File: config.mk
export PLATFORM = sky130hd
export DESIGN_NAME = alu_issue
export DESIGN_NICKNAME = d
export VERILOG_FILES = /design/src/rtl/alu_issue.sv
export SDC_FILE = /design/constraint.sdc
export NUM_CORES = 1
export LEC_CHECK = 0
export ABC_AREA = 1
export CORE_UTILIZATION = 30
export DETAILED_ROUTE_END_ITERATION = 8
export GPL_ROUTABILITY_DRIVEN = 0
export PLACE_DENSITY = 0.65
export RECOVER_POWER = 50
export SYNTH_ARGS = -nofsm -noshare
export SYNTH_HDL_FRONTEND = slang
export SYNTH_SLANG_ARGS = --single-unit
File: constraint.sdc
create_clock -name clk -period 3.9 [get_ports clk]
set_clock_uncertainty 0.2 [all_clocks]
set_input_delay 0.39 -clock clk [delete_from_list [all_inputs] [get_ports clk]]
set_output_delay 0.39 -clock clk [all_outputs]
set_load 0.02 [all_outputs]
File: src/rtl/alu_issue.sv
// Issue/writeback controller for the bit-serial ALU: decodes RV32I OP/OP-IMM into an ALU op,
// runs the start/done handshake with operands held in registers, and drives the register-file write port.
module alu_issue #(
    parameter int DATA_W       = 32,
    parameter int DRAIN_CYCLES = 64
) (
    input  logic              clk,
    input  logic              rst,
    input  logic              in_valid,
    output logic              in_ready,
    input  logic [6:0]        in_opcode,
    input  logic [2:0]        in_func3,
    input  logic [6:0]        in_func7,
    input  logic [11:0]       in_imm,
    input  logic [DATA_W-1:0] in_rs1_data,
    input  logic [DATA_W-1:0] in_rs2_data,
    input  logic [4:0]        in_rd_addr,
    output logic [DATA_W-1:0] alu_rs1,
    output logic [DATA_W-1:0] alu_rs2,
    output logic [3:0]        alu_op,
    output logic              alu_start,
    input  logic              alu_done,
    input  logic [DATA_W-1:0] alu_rd,
    output logic              wb_valid,
    input  logic              wb_ready,
    output logic [4:0]        wb_addr,
    output logic [DATA_W-1:0] wb_data,
    output logic              illegal
);

    localparam int         CNT_W   = (DRAIN_CYCLES > 1) ? $clog2(DRAIN_CYCLES) : 1;
    localparam logic [6:0] OPC_OP  = 7'b0110011;
    localparam logic [6:0] OPC_IMM = 7'b0010011;
    localparam logic [6:0] F7_ALT  = 7'b0100000;

    typedef enum logic [2:0] {
        S_DRAIN,
        S_IDLE,
        S_START,
        S_WAIT,
        S_WB
    } state_t;

    state_t             state;
    logic [CNT_W-1:0]   drain_cnt;
    logic [4:0]         rd_q;

    logic               dec_legal;
    logic [3:0]         dec_op;
    logic [DATA_W-1:0]  dec_b;

    // Decode of the instruction presented on the input port.
    always_comb begin
        dec_legal = 1'b0;
        dec_op    = {1'b0, in_func3};
        dec_b     = in_rs2_data;
        case (in_opcode)
            OPC_OP: begin
                dec_op    = {in_func7[5], in_func3};
                dec_legal = (in_func7 == 7'd0) ||
                            ((in_func7 == F7_ALT) && ((in_func3 == 3'b000) || (in_func3 == 3'b101)));
            end
            OPC_IMM: begin
                // Only SRAI uses imm[10] as the alternate bit; ADDI never becomes SUB.
                dec_op = {(in_func3 == 3'b101) & in_imm[10], in_func3};
                dec_b  = {{(DATA_W-12){in_imm[11]}}, in_imm};
                case (in_func3)
                    3'b001:  dec_legal = (in_imm[11:5] == 7'd0);
                    3'b101:  dec_legal = (in_imm[11:5] == 7'd0) || (in_imm[11:5] == F7_ALT);
                    default: dec_legal = 1'b1;
                endcase
            end
            default: ;
        endcase
    end

    always_ff @(posedge clk or negedge rst) begin
        if (!rst) begin
            state     <= S_DRAIN;
            drain_cnt <= '0;
            rd_q      <= '0;
            in_ready  <= 1'b0;
            alu_start <= 1'b0;
            alu_rs1   <= '0;
            alu_rs2   <= '0;
            alu_op    <= '0;
            wb_valid  <= 1'b0;
            wb_addr   <= '0;
            wb_data   <= '0;
            illegal   <= 1'b0;
        end else begin
            illegal <= 1'b0;
            case (state)
                // The ALU is not reset; give any in-flight operation time to finish.
                S_DRAIN: begin
                    if (drain_cnt == CNT_W'(DRAIN_CYCLES - 1)) begin
                        state    <= S_IDLE;
                        in_ready <= 1'b1;
                    end else begin
                        drain_cnt <= drain_cnt + 1'b1;
                    end
                end
                S_IDLE: begin
                    if (in_valid && in_ready) begin
                        alu_rs1 <= in_rs1_data;
                        alu_rs2 <= dec_b;
                        alu_op  <= dec_op;
                        rd_q    <= in_rd_addr;
                        if (dec_legal) begin
                            state     <= S_START;
                            alu_start <= 1'b1;
                            in_ready  <= 1'b0;
                        end else begin
                            illegal <= 1'b1;
                        end
                    end
                end
                S_START: begin
                    alu_start <= 1'b0;
                    state     <= S_WAIT;
                end
                S_WAIT: begin
                    if (alu_done) begin
                        wb_data <= alu_rd;
                        if (rd_q == 5'd0) begin
                            state    <= S_IDLE;
                            in_ready <= 1'b1;
                        end else begin
                            state    <= S_WB;
                            wb_valid <= 1'b1;
                            wb_addr  <= rd_q;
                        end
                    end
                end
                S_WB: begin
                    if (wb_ready) begin
                        wb_valid <= 1'b0;
                        in_ready <= 1'b1;
                        state    <= S_IDLE;
                    end
                end
                default: state <= S_DRAIN;
            endcase
        end
    end

endmodule

# --- Word-level counts from Yosys, hierarchy flattened ---
# Index checks and enable logic that the tools add are counted.
word_totals:
  word_cells: 83
  output_inout_bits: 109
  ff_bits: 123
  in_bits: 135
op_classes:
  n_eq_ne: 18
  reduce_logical: 21
  n_mux: 28
  bitwise: 3
  addsub: 1
op_table:
  columns: ["cell", "count"]
  rows:
  - ["$mux 32", 1]
  - ["$eq 7x6->1 const B", 3]
  - ["$mux 3", 6]
  - ["$pmux 3 s5", 1]
  - ["$logic_not 7->1", 2]
  - ["$mux 1", 14]
  - ["$ne 2x2->1 const B", 7]
  - ["$pmux 1 s2", 4]
  - ["$pmux 4 s2", 1]
  - ["$eq 7x5->1 const B", 1]
  - ["$reduce_and 7->1", 1]
  - ["$add 6x1->6 const B", 1]
  - ["$eq 3x1->1 const B", 2]
  - ["$eq 3x2->1 const B", 2]
  - ["$eq 3x3->1 const B", 2]
  - ["$eq 6x6->1 const B", 1]
  - ["$logic_not 3->1", 2]
  - ["$reduce_and 2->1", 3]
  - ["$reduce_and 3->1", 2]
  - ["$logic_not 5->1", 1]
  - ["$reduce_and 5->1", 1]
  - ["$pmux 1 s4", 1]
  - ["$reduce_and 4->1", 1]
  - ["$reduce_bool 2->1", 2]
  - ["other kinds (5)", 9]

# --- Longest topological paths before layout ---
depth:
  depth_word: 8
  depth_mapped: 9
  depth_no_buf: 9

# --- Least setup slack after synthesis ---
# No wires, ideal clock.
synth_path:
  path_type: "flip-flop to flip-flop"
  startpoint: "register drain_cnt[0]"
  endpoint: "register state[0]"
  arrival_time_ps: 1247
  setup_slack_ps: 2327
  stages_incl_launch_ff: 9
  setup_ps: 126
  path_buffers: 0
  cell_sequence: "dfrtp_1 -> ha_1 -> nand3_1 -> o21ai_2 -> nand2_1 -> nor2_1 -> nand2_1 -> nand2_1 -> o21ai_0"
synth_between:
  elab_chain_cells: 3
synth_rtl:
  columns: ["element", "line", "rtl"]
  rows:
  - ["from (decl)", "45", "logic [CNT_W-1:0] drain_cnt;"]
  - ["from (signal assigned)", "100", "drain_cnt <= drain_cnt + 1'b1;"]
  - ["$eq 6x6->1", "96", "if (drain_cnt == CNT_W'(DRAIN_CYCLES - 1)) begin"]
  - ["$ne 2x2->1 (no line)", null, null]
  - ["$reduce_and 5->1 (no line)", null, null]
  - ["to (signal assigned)", "97", "state <= S_IDLE;"]
  - ["to (signal assigned)", "110", "state <= S_START;"]
  - ["to (signal assigned)", "120", "state <= S_WAIT;"]
  - ["to (decl)", "44", "state_t state;"]
# No other way between the ends.
# A chain may end at the register's enable or synchronous reset.

==> results <==
- The complex-gate fraction of the synthesized area is 6.15%.
- After routing, the total negative slack on setup checks comes to 0 ns.
- By area, the combinational part of the netlist is dominated by simple AND/OR/NAND/NOR gates.
- The area of the multi-input gates is 0.00174 sq mm.
- The height of the chip is 132 microns.
- In this run, flip-flops and latches consume 41.9% of the power.
- After floorplanning, the core was sized to cover 0.0165 sq mm.
- The share of total power dissipated in the clock network is 52.3%.
- The first global-routing pass estimated 23100 microns of wire.
- Global routing used 16.9% of the available tracks across all layers.
- The number of endpoints with negative hold slack in the final report is 0.
- Buffers added to address setup during post-CTS repair amount to 0.
- Summed over all layers, the global routing overflow is 0.
- In this run the mean area of a mapped cell was 9.81 sq um.
- The post-synthesis register bit count is 123.
- The maximum clock frequency is 0.469 GHz.
- STA puts the critical path data required time at 4.25 ns.
- The top cell type by area accounts for 60.8% of the synthesized area.
- The worst slack at placement is 1.32 ns.
- The startpoint kind of the worst setup timing path is a primary input.
- Of all nets on the critical path, the largest fanout is 65.
- 0 antenna diodes ended up in the layout.
- The net count after synthesis is 652.
- The final reports fail on max-capacitance violations.
- Traced cell by cell, the critical path runs through dlygate4sd3_1 -> clkbuf_2 -> buf_12.
- The setup path with the least slack is of type in -> async.
- The post-route worst setup slack is 1.77 ns.
- The run finished, with violations left.
- For this run, the slowest stage of the critical path takes 1.09 ns.
- The most common flop cell mapped by yosys is dfrtp_1.
- In the post-synthesis netlist, the biggest area contributors are dfrtp_1 61%, nand2_1 13%, mux2_2 6.9%.
- The via count of the first global-routing pass is 4482.
- In this run the tool buffered the top-level ports with 243 buffer cells.
- The area growth from synthesis to layout is 63.0%.
- In the post-synthesis netlist, the cell with the most instances is nand2_1.
- The post-detailed-routing wire length is 13900 microns.
- The estimated wirelength of the detail-placed design is 9780 microns.
- In this run the tightest slew margin relative to its limit is 0.0760%.
- Of the total synthesized cell area, the portion taken by AND, OR, NAND and NOR gates is 20.1%.
- After synthesis, the most frequently instantiated cells are 179 x nand2_1, 123 x dfrtp_1, 51 x nor2_1.
- The initial antenna violation count is 0.
- The clock tree synthesis step divided the H-tree into 4 levels.
- The average wire per cell in the routed design is 14.0 microns.
- The power per cell area is 370 mW/mm^2.
- The nature of the critical path endpoint is an asynchronous set/reset pin.
- The tree is rooted in a clkbuf_16.
- Setup repair after global routing left no endpoint under its margin.
- In the synthesized netlist the async set-or-reset flop fraction comes to 100%.
- The count of nets left with antenna violations after detail routing is 0.
- The largest vdd supply drop is 0.276 mV.
- The die boundary width is 132 microns.
- The total vias in the final route is 4296.
- The first detailed-routing pass ran for 4 iterations.
- The synthesized netlist devotes 0.247% of its cell area to adder and majority cells.
- The maximum number of pins on one net before global-route repair is 66.
- The detailed router finished its first iteration with 204 violations.
- The transition time of the tightest slew-check pin is 1.50 ns.
- The share of post-route cells with drive strength above 1 is 9.44%.
- The number of library cell types mapped by synthesis is 30.
- In this run the worst hold path is classified as reg -> reg.
- Using the TritonRoute via totals, the vias-per-cell ratio works out to 4.33.
- The maximum number of buffers from clock root to sink is 2.
- Buffers inserted to repair hold after CTS numbered 1.
- The standby leakage power is 4.08 nW.
- The row count is 47.
- The area of the die is 0.0174 sq mm.
- The sequential cell area is 0.00308 sq mm.
- The count of cells resized by post-cts repair is 0.
- The shortest clock period the worst path allows after layout is 2.13 ns.
- Per report_power, the combinational group accounts for 5.9% of the total.
- The clock reaches the later pin of the worst-skew pair after 0.40 ns.
- Sequential cells were found to cover 60.8% of the synthesized design area.
- After detailed routing, the number of remaining DRC violations is 0.
- The TritonCTS sink count is 123.
- The CTS buffer count is 17.
- The synthesized netlist occupies a cell area of 0.00506 sq mm.
- Once the floorplan was initialized, standard cells occupied 30.6% of the core.
- The ratio of final minimum period to clock period is 54.7%.
- The count of flip-flops with a built-in enable after synthesis is 0.
- 244 I/O pins were placed.
- dfrtp_1 takes more of the synthesized area than any other cell.
- The worst reg-to-reg setup slack is 1.78 ns.
- The share of the core filled with cells in the final layout is 50.0%.
- On the critical path, the stage with the largest delay is an instance of clkbuf_2.
- Setup violations remaining at the end of the flow were counted as 0.
- In this run switching power makes up 19.5% of total power.
- After synthesis, the share of cell area in mux cells is 7.12%.
- The max capacitance violation total is 1.
- The final layout contains 897 nets.
- The total net switching power is 0.594 mW.
- The worst path arrival time is 2.48 ns.
- Of the total synthesized cell area, the portion taken by XOR and XNOR cells is 0.865%.
- Summing internal, switching and leakage power gives 3.05 mW.
- The Yosys step of the flow raised 0 warnings.
- TritonCTS built the clock tree.
- Counting the fill cells in the layout gives 1563.
- The internal portion of total power is 2.46 mW.
- The max-slew violation total from the final report is 0.
- The clock-pin slew on the worst setup and hold paths is 0.05 ns.
- The gate count of the mapped netlist is 516.
worst max-delay path: cells and delay by family:
family	cells	cell delay, ns
buf+inv	3	2.03
layout by cell type (no fill, tap or decap), types with 16 or more instances in the layout:
cell,count
a21oi_1,23
clkbuf_16,17
clkdlybuf4s50_1,203
dfrtp_1,123
dlygate4sd3_1,40
mux2_2,31
nand2_1,179
nand3_1,16
nor2_1,52
o21ai_0,17
path summary, 6_finish.rpt:
check                                  start     endpoint  cells after the start
worst max-delay path                     rst  alu_rs2[14]                      3
worst min-delay path             alu_rs1[21]  alu_rs1[21]                      2
worst max register to register      state[2]   wb_data[4]                      5
worst min register to register   alu_rs1[21]  alu_rs1[21]                      2
max in group clk                in_opcode[3]  alu_rs2[31]                      8
min in group asynchronous                rst  wb_data[12]                      2
power by group through the flow:
stage               Combinational (mW)  Sequential, mW  Clock (mW)
global placement                 0.182            1.30           0
detailed placement               0.181            1.30           0
finish                           0.179            1.28        1.59
CTS                              0.184            1.28        1.64
floorplan                       0.0130            1.30           0
global route                     0.197            1.28        1.70
logic make-up (layout without fill, tap and decap cells):
group / after synthesis / in the layout
adder cells (fa/ha/maj): 1 / 1
AND/OR/NAND/NOR: 255 / 255
XOR/XNOR: 5 / 5
buffers and inverters: 41 / 298
multiplexers: 32 / 32
flip-flops: 123 / 123
AO/OA/AOI/OAI: 59 / 59
metal layers:
metal | global-route usage (%) | vias to the layer above | routed length (microns)
li1 | - | 2154 | -
met1 | 21.1 | 1976 | 6170
met2 | 27.0 | 149 | 6610
met3 | 5.50 | 17 | 847
met4 | 7.04 | 0 | 292
met5 | 0 | - | 0
registers in the layout, indices dropped and copies added (netlist names), 3 cells and up:
register,flops
state,3
alu_rs1,32
rd_q,5
wb_addr,5
wb_data,32
alu_op,4
alu_rs2,32
drain_cnt,6
stage by stage:
step	cell area [sq um]	hold WS (ns)	std cells
global route	8250	0.285	993
floorplan	5060	-0.106	516
detailed placement	7640	0.259	961
finish	8250	0.263	993
global placement	7640	0.252	961
CTS	8260	0.271	993
layout make-up:
type                       count  area share (%)
clock buffer                  26            6.41
inverter                      19           0.864
clock inverter                 5           0.970
tap                          220            3.33
timing repair buffer         248            30.0
sequential                   123            37.3
multi-input combinational    352            21.1
No activity file was read; power rests on OpenSTA's default activity.
